**config.mk**
```make
export PLATFORM = sky130hd
export DESIGN_NAME = fetch_inflight_ctrl_flat
export DESIGN_NICKNAME = d
export VERILOG_FILES = /design/src/rtl/fetch_inflight_ctrl_if.sv /design/src/rtl/fetch_inflight_ctrl.sv /design/src/flat_wrapper.sv
export SDC_FILE = /design/constraint.sdc
export NUM_CORES = 1
export LEC_CHECK = 0
export ABC_AREA = 1
export BUFFER_PORTS_ARGS = -buffer_cell sky130_fd_sc_hd__buf_2
export CORE_UTILIZATION = 30
export CTS_CLUSTER_DIAMETER = 60
export CTS_CLUSTER_SIZE = 40
export DETAILED_ROUTE_END_ITERATION = 12
export PLACE_DENSITY = 0.54
export SETUP_SLACK_MARGIN = 0.1
export SLEW_MARGIN = 20
export SYNTH_ARGS = -nofsm -noshare
export SYNTH_HDL_FRONTEND = slang
export SYNTH_SLANG_ARGS = --single-unit
```
**constraint.sdc**
```tcl
create_clock -name iCLOCK -period 4.55 [get_ports iCLOCK]
set_input_delay 0.455 -clock iCLOCK [delete_from_list [all_inputs] [get_ports iCLOCK]]
set_output_delay 0.455 -clock iCLOCK [all_outputs]
set_load 0.005 [all_outputs]
```
**src/rtl/fetch_inflight_ctrl_if.sv**
```systemverilog
`timescale 1ns/1ps
// -----------------------------------------------------------------------------
// fetch_inflight_ctrl_if
// Bundles every non-clock/reset signal of fetch_inflight_ctrl.
//   master : view taken by fetch_inflight_ctrl (drives fetch requests and
//            decode-side outputs, receives events, responses and stalls)
//   slave  : view taken by the surrounding core / memory / decode
// Signal groups:
//   control events : iRESET_SYNC, iEVENT_*, iREDIRECT_*
//   memory side    : oPREV_FETCH_REQ/ADDR, iPREV_FETCH_LOCK, iPREV_INST_VALID,
//                    iPREV_INST, oPREV_LOCK
//   decode side    : oNEXT_INST_VALID/INST/INST_ADDR/PC, iNEXT_FETCH_STOP,
//                    iNEXT_LOCK
//   status         : oINFLIGHT_COUNT, oDROP_PENDING, oPROTOCOL_ERR
// -----------------------------------------------------------------------------
interface fetch_inflight_ctrl_if #(
    parameter int DEPTH_N = 3
) ();
    logic               iRESET_SYNC;
    logic               iEVENT_HOLD;
    logic               iEVENT_START;
    logic               iEVENT_END;
    logic               iEVENT_SETREG_PCR_SET;
    logic [31:0]        iEVENT_SETREG_PCR;
    logic               iREDIRECT_VALID;
    logic [31:0]        iREDIRECT_ADDR;
    logic               oPREV_FETCH_REQ;
    logic               iPREV_FETCH_LOCK;
    logic [31:0]        oPREV_FETCH_ADDR;
    logic               iPREV_INST_VALID;
    logic [31:0]        iPREV_INST;
    logic               oPREV_LOCK;
    logic               oNEXT_INST_VALID;
    logic [31:0]        oNEXT_INST;
    logic [31:0]        oNEXT_INST_ADDR;
    logic [31:0]        oNEXT_PC;
    logic               iNEXT_FETCH_STOP;
    logic               iNEXT_LOCK;
    logic [DEPTH_N:0]   oINFLIGHT_COUNT;
    logic               oDROP_PENDING;
    logic               oPROTOCOL_ERR;

    modport master (
        input  iRESET_SYNC, iEVENT_HOLD, iEVENT_START, iEVENT_END,
               iEVENT_SETREG_PCR_SET, iEVENT_SETREG_PCR,
               iREDIRECT_VALID, iREDIRECT_ADDR,
               iPREV_FETCH_LOCK, iPREV_INST_VALID, iPREV_INST,
               iNEXT_FETCH_STOP, iNEXT_LOCK,
        output oPREV_FETCH_REQ, oPREV_FETCH_ADDR, oPREV_LOCK,
               oNEXT_INST_VALID, oNEXT_INST, oNEXT_INST_ADDR, oNEXT_PC,
               oINFLIGHT_COUNT, oDROP_PENDING, oPROTOCOL_ERR
    );

    modport slave (
        output iRESET_SYNC, iEVENT_HOLD, iEVENT_START, iEVENT_END,
               iEVENT_SETREG_PCR_SET, iEVENT_SETREG_PCR,
               iREDIRECT_VALID, iREDIRECT_ADDR,
               iPREV_FETCH_LOCK, iPREV_INST_VALID, iPREV_INST,
               iNEXT_FETCH_STOP, iNEXT_LOCK,
        input  oPREV_FETCH_REQ, oPREV_FETCH_ADDR, oPREV_LOCK,
               oNEXT_INST_VALID, oNEXT_INST, oNEXT_INST_ADDR, oNEXT_PC,
               oINFLIGHT_COUNT, oDROP_PENDING, oPROTOCOL_ERR
    );
endinterface

```
**src/rtl/fetch_inflight_ctrl.sv**
```systemverilog
`timescale 1ns/1ps
// -----------------------------------------------------------------------------
// fetch_inflight_ctrl
// Sequential instruction-fetch issuer. Keeps a FIFO of up to DEPTH in-flight
// fetch addresses, pairs each in-order memory response with its address and
// hands the pair to decode one cycle later. After a flush (redirect, exception
// start, PCR jump) the responses still in flight are discarded by a drop
// counter instead of being waited for.
// Ports:
//   iCLOCK  : clock
//   inRESET : asynchronous reset, active low
//   bus     : fetch_inflight_ctrl_if.master (events, memory side, decode side,
//             status; see the interface file)
// -----------------------------------------------------------------------------
module fetch_inflight_ctrl #(
    parameter int          DEPTH      = 8,
    parameter int          DEPTH_N    = 3,
    parameter logic [31:0] INST_STEP  = 32'h4,
    parameter logic [31:0] RESET_ADDR = 32'h0
) (
    input  logic                  iCLOCK,
    input  logic                  inRESET,
    fetch_inflight_ctrl_if.master bus
);
    localparam logic [0:0] ST_IDLE = 1'b0;
    localparam logic [0:0] ST_READ = 1'b1;

    localparam logic [DEPTH_N+1:0] DEPTH_EXT = DEPTH[DEPTH_N+1:0];
    localparam logic [DEPTH_N-1:0] PTR_ONE   = 1;
    localparam logic [DEPTH_N:0]   CNT_ONE   = 1;

    logic [0:0]         state_q, state_d;
    logic [31:0]        addr_q, addr_d;
    logic [31:0]        fifo_q [DEPTH];
    logic [DEPTH_N-1:0] wr_ptr_q, wr_ptr_d;
    logic [DEPTH_N-1:0] rd_ptr_q, rd_ptr_d;
    logic [DEPTH_N:0]   live_q, live_d;
    logic [DEPTH_N:0]   drop_q, drop_d;
    logic               valid_q, valid_d;
    logic [31:0]        inst_q, inst_d;
    logic [31:0]        inst_addr_q, inst_addr_d;
    logic [31:0]        pc_q, pc_d;
    logic               err_q, err_d;

    logic               pcr_jump;
    logic               any_event;
    logic               flush;
    logic               issue;
    logic               accept;
    logic               drop_accept;
    logic               live_accept;
    logic               stray_accept;
    logic [DEPTH_N+1:0] outstanding;
    logic [31:0]        head_addr;

    assign pcr_jump  = bus.iEVENT_END & bus.iEVENT_SETREG_PCR_SET;
    assign any_event = bus.iRESET_SYNC | pcr_jump | bus.iEVENT_START
                     | bus.iEVENT_HOLD | bus.iREDIRECT_VALID;
    // A redirect masked by HOLD is ignored entirely, so it does not flush.
    assign flush     = !bus.iRESET_SYNC
                     & (pcr_jump | bus.iEVENT_START
                        | (!bus.iEVENT_HOLD & bus.iREDIRECT_VALID));

    // Live and to-be-dropped fetches share the DEPTH budget.
    assign outstanding = {1'b0, live_q} + {1'b0, drop_q};
    assign issue = (state_q == ST_READ) && !any_event && !bus.iPREV_FETCH_LOCK
                && !bus.iNEXT_FETCH_STOP && (outstanding < DEPTH_EXT);

    assign accept       = bus.iPREV_INST_VALID && !bus.iNEXT_LOCK;
    assign drop_accept  = accept && (drop_q != '0);
    assign live_accept  = accept && (drop_q == '0) && (live_q != '0);
    assign stray_accept = accept && (drop_q == '0) && (live_q == '0);
    assign head_addr    = fifo_q[rd_ptr_q];

    always_comb begin
        // NOTE: every signal gets a default here so no path through the
        // branches below can leave one unassigned and infer a latch.
        state_d     = state_q;
        addr_d      = addr_q;
        wr_ptr_d    = wr_ptr_q;
        rd_ptr_d    = rd_ptr_q;
        live_d      = live_q;
        drop_d      = drop_q;
        valid_d     = valid_q;
        inst_d      = inst_q;
        inst_addr_d = inst_addr_q;
        pc_d        = pc_q;
        err_d       = err_q | stray_accept;

        if (bus.iRESET_SYNC) begin
            state_d     = ST_IDLE;
            addr_d      = RESET_ADDR;
            wr_ptr_d    = '0;
            rd_ptr_d    = '0;
            live_d      = '0;
            drop_d      = '0;
            valid_d     = 1'b0;
            inst_d      = '0;
            inst_addr_d = '0;
            pc_d        = '0;
            err_d       = 1'b0;
        end else begin
            // Fetch address and state, by event priority.
            if (pcr_jump) begin
                addr_d  = bus.iEVENT_SETREG_PCR & ~32'h1;
                state_d = ST_READ;
            end else if (bus.iEVENT_START) begin
                addr_d  = RESET_ADDR;
                state_d = ST_IDLE;
            end else if (bus.iEVENT_HOLD) begin
                state_d = ST_IDLE;
            end else if (bus.iREDIRECT_VALID) begin
                addr_d  = bus.iREDIRECT_ADDR;
                state_d = ST_IDLE;
            end else begin
                state_d = ST_READ;
                if (issue) addr_d = addr_q + INST_STEP;
            end

            if (flush) begin
                // Every live entry becomes a response to throw away; a
                // response accepted this very cycle already consumed one.
                wr_ptr_d = '0;
                rd_ptr_d = '0;
                live_d   = '0;
                drop_d   = drop_q + live_q
                         - {{DEPTH_N{1'b0}}, accept && (outstanding != '0)};
                valid_d  = 1'b0;
            end else begin
                if (issue)       wr_ptr_d = wr_ptr_q + PTR_ONE;
                if (live_accept) rd_ptr_d = rd_ptr_q + PTR_ONE;
                live_d = live_q + {{DEPTH_N{1'b0}}, issue}
                                - {{DEPTH_N{1'b0}}, live_accept};
                if (drop_accept) drop_d = drop_q - CNT_ONE;
                if (!bus.iNEXT_LOCK) begin
                    valid_d = live_accept;
                    if (live_accept) begin
                        inst_d      = bus.iPREV_INST;
                        inst_addr_d = head_addr;
                        pc_d        = head_addr + INST_STEP;
                    end
                end
            end
        end
    end

    always_ff @(posedge iCLOCK or negedge inRESET) begin
        if (!inRESET) begin
            state_q     <= ST_IDLE;
            addr_q      <= RESET_ADDR;
            wr_ptr_q    <= '0;
            rd_ptr_q    <= '0;
            live_q      <= '0;
            drop_q      <= '0;
            valid_q     <= 1'b0;
            inst_q      <= '0;
            inst_addr_q <= '0;
            pc_q        <= '0;
            err_q       <= 1'b0;
        end else begin
            // NOTE: state registers use non-blocking assignments so every
            // register samples the pre-edge values of the others.
            state_q     <= state_d;
            addr_q      <= addr_d;
            wr_ptr_q    <= wr_ptr_d;
            rd_ptr_q    <= rd_ptr_d;
            live_q      <= live_d;
            drop_q      <= drop_d;
            valid_q     <= valid_d;
            inst_q      <= inst_d;
            inst_addr_q <= inst_addr_d;
            pc_q        <= pc_d;
            err_q       <= err_d;
        end
    end

    // NOTE: the address FIFO storage is deliberately not reset; an entry is
    // only ever read after it was written, as tracked by live_q and the
    // pointers, which are reset.
    always_ff @(posedge iCLOCK) begin
        if (issue) fifo_q[wr_ptr_q] <= addr_q;
    end

    assign bus.oPREV_FETCH_REQ  = issue;
    assign bus.oPREV_FETCH_ADDR = addr_q;
    assign bus.oPREV_LOCK       = bus.iNEXT_LOCK;
    assign bus.oNEXT_INST_VALID = valid_q;
    assign bus.oNEXT_INST       = inst_q;
    assign bus.oNEXT_INST_ADDR  = inst_addr_q;
    assign bus.oNEXT_PC         = pc_q;
    assign bus.oINFLIGHT_COUNT  = outstanding[DEPTH_N:0];
    assign bus.oDROP_PENDING    = (drop_q != '0);
    assign bus.oPROTOCOL_ERR    = err_q;
endmodule

```
**src/flat_wrapper.sv**
```systemverilog
// flat-port wrapper written by rule: the top's interface ports become plain ports
module fetch_inflight_ctrl_flat 
#(
    parameter int          DEPTH      = 8,
    parameter int          DEPTH_N    = 3,
    parameter logic [31:0] INST_STEP  = 32'h4,
    parameter logic [31:0] RESET_ADDR = 32'h0
)
  (iCLOCK, inRESET, bus_iRESET_SYNC, bus_iEVENT_HOLD, bus_iEVENT_START, bus_iEVENT_END, bus_iEVENT_SETREG_PCR_SET, bus_iEVENT_SETREG_PCR, bus_iREDIRECT_VALID, bus_iREDIRECT_ADDR, bus_iPREV_FETCH_LOCK, bus_iPREV_INST_VALID, bus_iPREV_INST, bus_iNEXT_FETCH_STOP, bus_iNEXT_LOCK, bus_oPREV_FETCH_REQ, bus_oPREV_FETCH_ADDR, bus_oPREV_LOCK, bus_oNEXT_INST_VALID, bus_oNEXT_INST, bus_oNEXT_INST_ADDR, bus_oNEXT_PC, bus_oINFLIGHT_COUNT, bus_oDROP_PENDING, bus_oPROTOCOL_ERR);
  fetch_inflight_ctrl_if #(.DEPTH_N(DEPTH_N)) bus_i ();
  input  logic iCLOCK;
  input  logic inRESET;
  input wire logic [$bits(bus_i.iRESET_SYNC)-1:0] bus_iRESET_SYNC;
  input wire logic [$bits(bus_i.iEVENT_HOLD)-1:0] bus_iEVENT_HOLD;
  input wire logic [$bits(bus_i.iEVENT_START)-1:0] bus_iEVENT_START;
  input wire logic [$bits(bus_i.iEVENT_END)-1:0] bus_iEVENT_END;
  input wire logic [$bits(bus_i.iEVENT_SETREG_PCR_SET)-1:0] bus_iEVENT_SETREG_PCR_SET;
  input wire logic [$bits(bus_i.iEVENT_SETREG_PCR)-1:0] bus_iEVENT_SETREG_PCR;
  input wire logic [$bits(bus_i.iREDIRECT_VALID)-1:0] bus_iREDIRECT_VALID;
  input wire logic [$bits(bus_i.iREDIRECT_ADDR)-1:0] bus_iREDIRECT_ADDR;
  input wire logic [$bits(bus_i.iPREV_FETCH_LOCK)-1:0] bus_iPREV_FETCH_LOCK;
  input wire logic [$bits(bus_i.iPREV_INST_VALID)-1:0] bus_iPREV_INST_VALID;
  input wire logic [$bits(bus_i.iPREV_INST)-1:0] bus_iPREV_INST;
  input wire logic [$bits(bus_i.iNEXT_FETCH_STOP)-1:0] bus_iNEXT_FETCH_STOP;
  input wire logic [$bits(bus_i.iNEXT_LOCK)-1:0] bus_iNEXT_LOCK;
  output wire logic [$bits(bus_i.oPREV_FETCH_REQ)-1:0] bus_oPREV_FETCH_REQ;
  output wire logic [$bits(bus_i.oPREV_FETCH_ADDR)-1:0] bus_oPREV_FETCH_ADDR;
  output wire logic [$bits(bus_i.oPREV_LOCK)-1:0] bus_oPREV_LOCK;
  output wire logic [$bits(bus_i.oNEXT_INST_VALID)-1:0] bus_oNEXT_INST_VALID;
  output wire logic [$bits(bus_i.oNEXT_INST)-1:0] bus_oNEXT_INST;
  output wire logic [$bits(bus_i.oNEXT_INST_ADDR)-1:0] bus_oNEXT_INST_ADDR;
  output wire logic [$bits(bus_i.oNEXT_PC)-1:0] bus_oNEXT_PC;
  output wire logic [$bits(bus_i.oINFLIGHT_COUNT)-1:0] bus_oINFLIGHT_COUNT;
  output wire logic [$bits(bus_i.oDROP_PENDING)-1:0] bus_oDROP_PENDING;
  output wire logic [$bits(bus_i.oPROTOCOL_ERR)-1:0] bus_oPROTOCOL_ERR;
  assign bus_i.iRESET_SYNC = bus_iRESET_SYNC;
  assign bus_i.iEVENT_HOLD = bus_iEVENT_HOLD;
  assign bus_i.iEVENT_START = bus_iEVENT_START;
  assign bus_i.iEVENT_END = bus_iEVENT_END;
  assign bus_i.iEVENT_SETREG_PCR_SET = bus_iEVENT_SETREG_PCR_SET;
  assign bus_i.iEVENT_SETREG_PCR = bus_iEVENT_SETREG_PCR;
  assign bus_i.iREDIRECT_VALID = bus_iREDIRECT_VALID;
  assign bus_i.iREDIRECT_ADDR = bus_iREDIRECT_ADDR;
  assign bus_i.iPREV_FETCH_LOCK = bus_iPREV_FETCH_LOCK;
  assign bus_i.iPREV_INST_VALID = bus_iPREV_INST_VALID;
  assign bus_i.iPREV_INST = bus_iPREV_INST;
  assign bus_i.iNEXT_FETCH_STOP = bus_iNEXT_FETCH_STOP;
  assign bus_i.iNEXT_LOCK = bus_iNEXT_LOCK;
  assign bus_oPREV_FETCH_REQ = bus_i.oPREV_FETCH_REQ;
  assign bus_oPREV_FETCH_ADDR = bus_i.oPREV_FETCH_ADDR;
  assign bus_oPREV_LOCK = bus_i.oPREV_LOCK;
  assign bus_oNEXT_INST_VALID = bus_i.oNEXT_INST_VALID;
  assign bus_oNEXT_INST = bus_i.oNEXT_INST;
  assign bus_oNEXT_INST_ADDR = bus_i.oNEXT_INST_ADDR;
  assign bus_oNEXT_PC = bus_i.oNEXT_PC;
  assign bus_oINFLIGHT_COUNT = bus_i.oINFLIGHT_COUNT;
  assign bus_oDROP_PENDING = bus_i.oDROP_PENDING;
  assign bus_oPROTOCOL_ERR = bus_i.oPROTOCOL_ERR;
  fetch_inflight_ctrl #(.DEPTH(DEPTH), .DEPTH_N(DEPTH_N), .INST_STEP(INST_STEP), .RESET_ADDR(RESET_ADDR)) u_core (.iCLOCK(iCLOCK), .inRESET(inRESET), .bus(bus_i));
endmodule
```
==> results of run 1 <==
path summary, 6_finish.rpt:
kind                                                         endpoint  slack, ns
max reg2reg                              u_core.drop_q[2]$_DFFE_PN0P_       1.29
min reg2reg                u_core.bus.oNEXT_INST_ADDR[30]$_DFFE_PN0P_       0.47
max in group asynchronous  u_core.bus.oPREV_FETCH_ADDR[4]$_DFFE_PN0P_       2.97
min                                u_core.bus.oPROTOCOL_ERR$_DFF_PN0_       0.11
max                                      u_core.drop_q[2]$_DFFE_PN0P_       1.29
min in group asynchronous          u_core.bus.oNEXT_PC[6]$_DFFE_PN0P_       0.54
through the flow:
stage                     total power (W)  cells  hold slack [ns]  setup slack, ns
after floorplan                   0.00431   2172            0.159            0.344
final                             0.00774   3265            0.109             1.29
after CTS                         0.00784   3260           0.0809             1.33
after global routing              0.00804   3260            0.102            0.978
after global placement            0.00454   3195            0.457             1.41
after detailed placement          0.00455   3195            0.457             1.36
cell usage in the layout (no fill, tap or decap), types with 7 or more instances in the layout:
cell,netlist,final
a22o_1,21,21
nor2_1,139,139
dfrtp_1,143,141
xor2_1,15,15
nand4_1,9,9
o22ai_1,8,8
nor3_1,21,13
nor3_2,0,8
inv_2,9,9
nor2_2,10,10
ha_1,20,20
edfxtp_1,256,256
nand3_1,184,184
a21oi_1,24,24
inv_1,291,291
buf_4,11,20
nand2_1,762,761
buf_2,36,242
nand2_2,7,8
o21ai_1,7,7
clkinv_8,0,7
o21ai_0,110,110
clkbuf_16,0,36
cell type report:
type | count | area, um2 | share of cell area (%)
Timing Repair Buffer | 267 | 1440 | 6.38
Antenna cell | 5 | 12.5 | 0.0554
Sequential cell | 399 | 11300 | 49.9
Clock buffer | 37 | 905 | 4.00
Inverter | 301 | 1130 | 5.02
Clock inverter | 27 | 410 | 1.82
Tap cell | 846 | 1060 | 4.68
Multi-Input combinational cell | 1383 | 6370 | 28.2
cell usage after synthesis, drive strengths merged, types with 2 or more instances:
cell type / n / area share, %
ha: 20 / 1.3
nand3: 185 / 4.9
a22oi: 2 / 0.078
o22ai: 8 / 0.26
a2bb2oi: 3 / 0.14
nand4: 9 / 0.29
and2: 2 / 0.065
buf: 59 / 2.1
nand2: 770 / 15
o21ai: 117 / 3.0
a32o: 2 / 0.10
nor3: 21 / 0.55
o211ai: 3 / 0.12
a21oi: 25 / 0.67
xnor2: 5 / 0.23
a21boi: 3 / 0.12
inv: 301 / 5.9
a31oi: 2 / 0.065
a22o: 21 / 0.96
o221ai: 5 / 0.23
fa: 3 / 0.31
edfxtp: 256 / 40
dfrtp: 143 / 19
nor2: 154 / 3.3
clkbuf: 30 / 0.59
xor2: 15 / 0.68
per-layer routing:
layer / vias up / global-route usage (%)
met1: 7048 / 22.5
met3: 68 / 2.39
met2: 438 / 27.0
li1: 7408 / -
met4: 0 / 4.33
met5: - / 0
power by group:
part	internal, W	switching, W
combinational	0.000177	0.000274
sequential	0.00391	0.000106
clock	0.00161	0.00167
total	0.00570	0.00204
registers in the layout (all words and copies together) (netlist names):
register                     cells
u_core.bus.oNEXT_PC             30
u_core.wr_ptr_q                  3
u_core.bus.oNEXT_INST_VALID      1
u_core.state_q                   1
u_core.bus.oPREV_FETCH_ADDR     32
u_core.drop_q                    4
u_core.bus.oPROTOCOL_ERR         1
u_core.bus.oNEXT_INST_ADDR      32
u_core.rd_ptr_q                  3
u_core.live_q                    4
u_core.fifo_q                  256
u_core.bus.oNEXT_INST           32
worst max-delay path: stages, from the launching register on:
cell and delay [ns]:
dfrtp_1 0.42, inv_1 0.11, ha_1 0.37, nand2_1 0.10
nand3_1 0.10, xnor2_1 0.24, nand2_1 0.15, nor3_1 0.17
a21oi_1 0.09, ha_1 0.28, inv_1 0.04, ha_1 0.20
fa_1 0.38, xor2_1 0.17, nor2_1 0.07, o32ai_1 0.27
cells by family (layout without fill, tap and decap cells):
kind of cell	count (synthesis)	count (layout)	synth area share (%)
flip-flops	399	399	58.6
XOR/XNOR	20	20	0.911
adder cells (fa/ha/maj)	23	23	1.61
other	0	5	0
AND/OR/NAND/NOR	1145	1145	24.4
AO/OA/AOI/OAI	195	195	5.94
buffers and inverters	390	632	8.55
repair_timing:
action | CTS | global route
gates resized for setup | 0 | 0
buffers inserted | 0 | 0
hold buffers | 1 | 0
hold endpoints to repair | 12 | 0
==> flow_summary.toml, run 1 <==
[run_status]
status = "finished clean"

[floorplan]
start_util_pct = 30.4
die_w_um = 255
rows = 92
die_y_um = 255
core_area_mm2 = 0.0632
io_pins = 245
die-area_mm2 = 0.0651

[logic_synthesis]
synth_fp_nets = 2303
synth-edff-count = 256
synthArstFlopShare_pct = 35.8
ys_types = 45
syn_area_mm2 = 0.0192
ys_warn_count = 0
synthCells = 2172
ys_seq_area_share_pct = 58.6
syn_area_per_cell_um2 = 8.86
ys_ff_latch = 399
ys.flop_type = "edfxtp_1"

[cts]
insertion_delay_ns = 0.59
clk_pin_slew_ns = 0.09
numClockSinks = 399
cts-root-buf = "clkbuf_16"
cts_buffer_depth = 3
cts_tree = "built"
htree_levels = 2
cts_buffers = 35

[layout]
fin_area_mm2 = 0.0226
n_fill_cell = 6369
fin_nets = 2518
final_layout_size_suffix_gt1_share_pct = 15.5
syn2layout_area_growth_pct = 17.5
final_util_pct = 35.8

[routing]
wl_met2_um = 25100
wl_per_cell_um = 16.5
met1Wirelength_um = 24700
ant_nets = 0
routed_wl_um = 54000
vias_per_cell = 4.58
drcViolationCount = 0
top_layer = "met4"
firstDrtPassIters = 5
routed-wl-met3_um = 3130
vias = 15000
drtIter0Drc = 998

[sta]
hold_violations = 0
slew_headroom_pct = 41.9
post-route-period-util_pct = 71.7
slew_violations = 0
fmax_mhz = 306
fin_worst_skew_ns = 0.0566
period_minus_slack_ns = 3.26
fin_tns_setup_ns = 0
setup_viol_count_final = 0
tightestPinTransition_ns = 0.871
rsz0062_at_grt = "no"

[global_routing]
grt_pass1_vias = 14100
grt_use_total_pct = 16.4
grt_overflow_total = 0
antenna_found_initial = 0
grt_first_pass_wirelength_um = 81800
grt_max_degree = 133

[placement]
gp_congestion = 0.874
dpl_cell_area_mm2 = 0.0213
port-buffer-count = 243
dp_hpwl_um = 34700

[critical_path]
r2r-start = "u_core.drop_q[2]$_DFFE_PN0P_"
cp_data_required_time_ns = 5.02
start_kind = "register"
arrival_ns = 3.74
cp-startpoint = "u_core.drop_q[2]$_DFFE_PN0P_"
worstPathMaxFanout = 4
worstSetupEndpointType = "register"
timing_worst_setup_path_type = "register to register"
r2r_cells = 15

[flow_run]
drv_cap = 0

[hold_path]
hold_depth = 2
min_from = "bus_iRESET_SYNC"
hold_class = "primary input to register"

[pwr]
power_density_mw_per_mm2 = 343
p_leak_nw = 10.6
ir_drop_mv = 0.192
(Power assumes the default switching activity.)
==> run 2, diff against run 1 <==
--- a/config.mk
+++ b/config.mk
@@ -11,7 +11,7 @@
 export CTS_CLUSTER_DIAMETER = 60
 export CTS_CLUSTER_SIZE = 40
 export DETAILED_ROUTE_END_ITERATION = 12
-export PLACE_DENSITY = 0.54
+export PLACE_DENSITY = 0.56
 export SETUP_SLACK_MARGIN = 0.1
 export SLEW_MARGIN = 20
 export SYNTH_ARGS = -nofsm -noshare
==> constraint.sdc (replaced) <==
create_clock -name iCLOCK -period 2.6 [get_ports iCLOCK]
set_input_delay 0.26 -clock iCLOCK [delete_from_list [all_inputs] [get_ports iCLOCK]]
set_output_delay 0.26 -clock iCLOCK [all_outputs]
set_load 0.005 [all_outputs]
==> flow_summary.toml, run 2 (same netlist as run 1, synthesis figures left out) <==
[global_routing]
grt_pass1_vias = 15500
grt_overflow_total = 0
grt_max_degree = 59
antenna_found_initial = 0
grt_use_total_pct = 18.5
grt_first_pass_wirelength_um = 91100

[pwr]
switchingPower_w = 0.00377
p_clk_share_pct = 43.0
p_int_w = 0.0105
swShare_pct = 26.3
combPwrFrac_pct = 8.4
p_leak_nw = 12.0
seq_power_share_pct = 48.6
ir_drop_mv = 0.385
total_power_w = 0.0143
power_density_mw_per_mm2 = 559

[placement]
gp_congestion = 0.861
dpl_cell_area_mm2 = 0.0223
dp_slack_ns = -0.325
port-buffer-count = 243
dp_hpwl_um = 38700

[critical_path]
slowest_stage = "fa_2"
r2r-start = "u_core.drop_q[2]$_DFFE_PN0P_"
r2r_cells = 16
worstPathMaxFanout = 4
arrival_ns = 3.26
start_kind = "register"
timing_worst_setup_path_type = "register to register"
worstSetupEndpointType = "register"
critPathCapture = "u_core.live_q[1]$_DFF_PN0_"
slowest_delay_ns = 0.52
rr_endpoint = "u_core.live_q[1]$_DFF_PN0_"
crit_path_cell_trace = "inv_2 > ha_4 > nand3_2 > nand3_2 > xnor2_2 > nand2_2 > buf_4 > buf_6 > nor2_4 > inv_2 > ha_4 > inv_2 > ha_4 > fa_2 > inv_1 > nor2_1"
rrSetupSlack_ns = -0.15
cp-startpoint = "u_core.drop_q[2]$_DFFE_PN0P_"
cp_data_required_time_ns = 3.11

[sta]
slew_headroom_pct = 55.5
rsz0062_at_grt = "yes"
fmax_mhz = 363
tightestPinTransition_ns = 0.667
fin_worst_skew_ns = 0.0302
period_minus_slack_ns = 2.75
setup_viol_count_final = 154
fin_ws_ns = -0.152
slew_violations = 0
post-route-period-util_pct = 106
hold_violations = 0
fin_tns_setup_ns = -10.57

[routing]
routed_wl_um = 61300
wl_per_cell_um = 17.6
drcViolationCount = 0
vias_per_cell = 4.65
ant_nets = 0
vias = 16200
drtIter0Drc = 1286
firstDrtPassIters = 6

[flow_run]
drv_cap = 0

[layout]
fin_area_mm2 = 0.0256
regMostFlops = "u_core.fifo_q"
final_layout_size_suffix_gt1_share_pct = 23.3
fin_nets = 2732
diodes = 0
largest_reg_flops = 256
final_util_pct = 40.5
final_cell_mix = "737 x nand2_1, 283 x inv_1, 256 x edfxtp_1"
mostFrequentLayoutCell = "nand2_1"
syn2layout_area_growth_pct = 33.0

[cts]
numClockSinks = 399
clk_pin_slew_ns = 0.08
cts_buffers = 39
cts_tree = "built"
cts-root-buf = "clkbuf_16"
htree_levels = 2
cts_buffer_depth = 3
insertion_delay_ns = 0.58

[floorplan]
die_w_um = 255
die-area_mm2 = 0.0651
io_pins = 245
rows = 92
start_util_pct = 30.4
core_area_mm2 = 0.0632
die_y_um = 255

[hold_path]
hold_class = "primary input to register"

[run_status]
violations = "negative setup slack"
status = "complete, but fails checks"
## run 2: critical path: cells and delay by family (launching register included)
kind,cells,cell delay (ns)
xor+xnor,1,0.18
simple gates,5,0.47
flops,1,0.42
buf+inv,6,0.48
fa+ha+maj,4,1.14
## run 2: per-stage QoR
| step | cells | hold slack (ns) |
|---|---|---|
| after global placement | 3294 | 0.273 |
| after CTS | 3465 | 0.0000711 |
| after detailed placement | 3294 | 0.273 |
| after floorplan | 2172 | -0.0356 |
| final | 3477 | 0.0228 |
| after global routing | 3477 | 0.0327 |
## run 2: cell type report
class                      instances  area, um2
sequential                       399      11300
clock inverter                    28        363
timing repair buffer             477       3970
fill                            6177      37600
multi-input combinational       1383       6750
inverter                         301       1150
tap                              846       1060
clock buffer                      43       1030
## run 2: routing by layer
layer / vias to the layer above / GRT usage, % / wire [um]
met5: - / 0 / 0
met4: 0 / 4.65 / 1260
met3: 77 / 2.99 / 4100
met2: 568 / 30.6 / 28300
met1: 7662 / 25.1 / 27600
li1: 7861 / - / -
## run 2: what timing repair did
action                     in CTS  in global routing
hold buffers                   49                  0
hold endpoints to repair      102                  0
resized for setup              52                 77
pin swaps                      18                 15
gates cloned                   19                  6
setup endpoints to repair     212                375
buffers inserted               32                 11
## run 2: power by group through the flow
| stage | sequential (W) | combinational [W] | clock [W] |
|---|---|---|---|
| after floorplan | 0.00709 | 0.000476 | 0 |
| after global placement | 0.00709 | 0.00105 | 0 |
| after detailed placement | 0.00710 | 0.00105 | 0 |
| after CTS | 0.00696 | 0.00114 | 0.00632 |
| after global routing | 0.00697 | 0.00133 | 0.00655 |
| final | 0.00696 | 0.00120 | 0.00615 |
## run 2: worst min-delay path by stage
stage	startpoint	endpoint	slack [ns]	cells after the start
2_1_floorplan	inRESET	u_core.bus.oNEXT_INST[0]$_DFFE_PN0P_	-0.04	0
4_1_cts	bus_iEVENT_SETREG_PCR[16]	u_core.bus.oPREV_FETCH_ADDR[16]$_DFFE_PN0P_	0.00007	5
6_report	bus_iEVENT_SETREG_PCR[16]	u_core.bus.oPREV_FETCH_ADDR[16]$_DFFE_PN0P_	0.02	5
3_3_place_gp	inRESET	u_core.bus.oNEXT_INST_ADDR[10]$_DFFE_PN0P_	0.27	1
5_1_grt	bus_iEVENT_SETREG_PCR[18]	u_core.bus.oPREV_FETCH_ADDR[18]$_DFFE_PN0P_	0.03	5
3_5_place_dp	inRESET	u_core.bus.oNEXT_INST_ADDR[12]$_DFFE_PN0P_	0.27	1
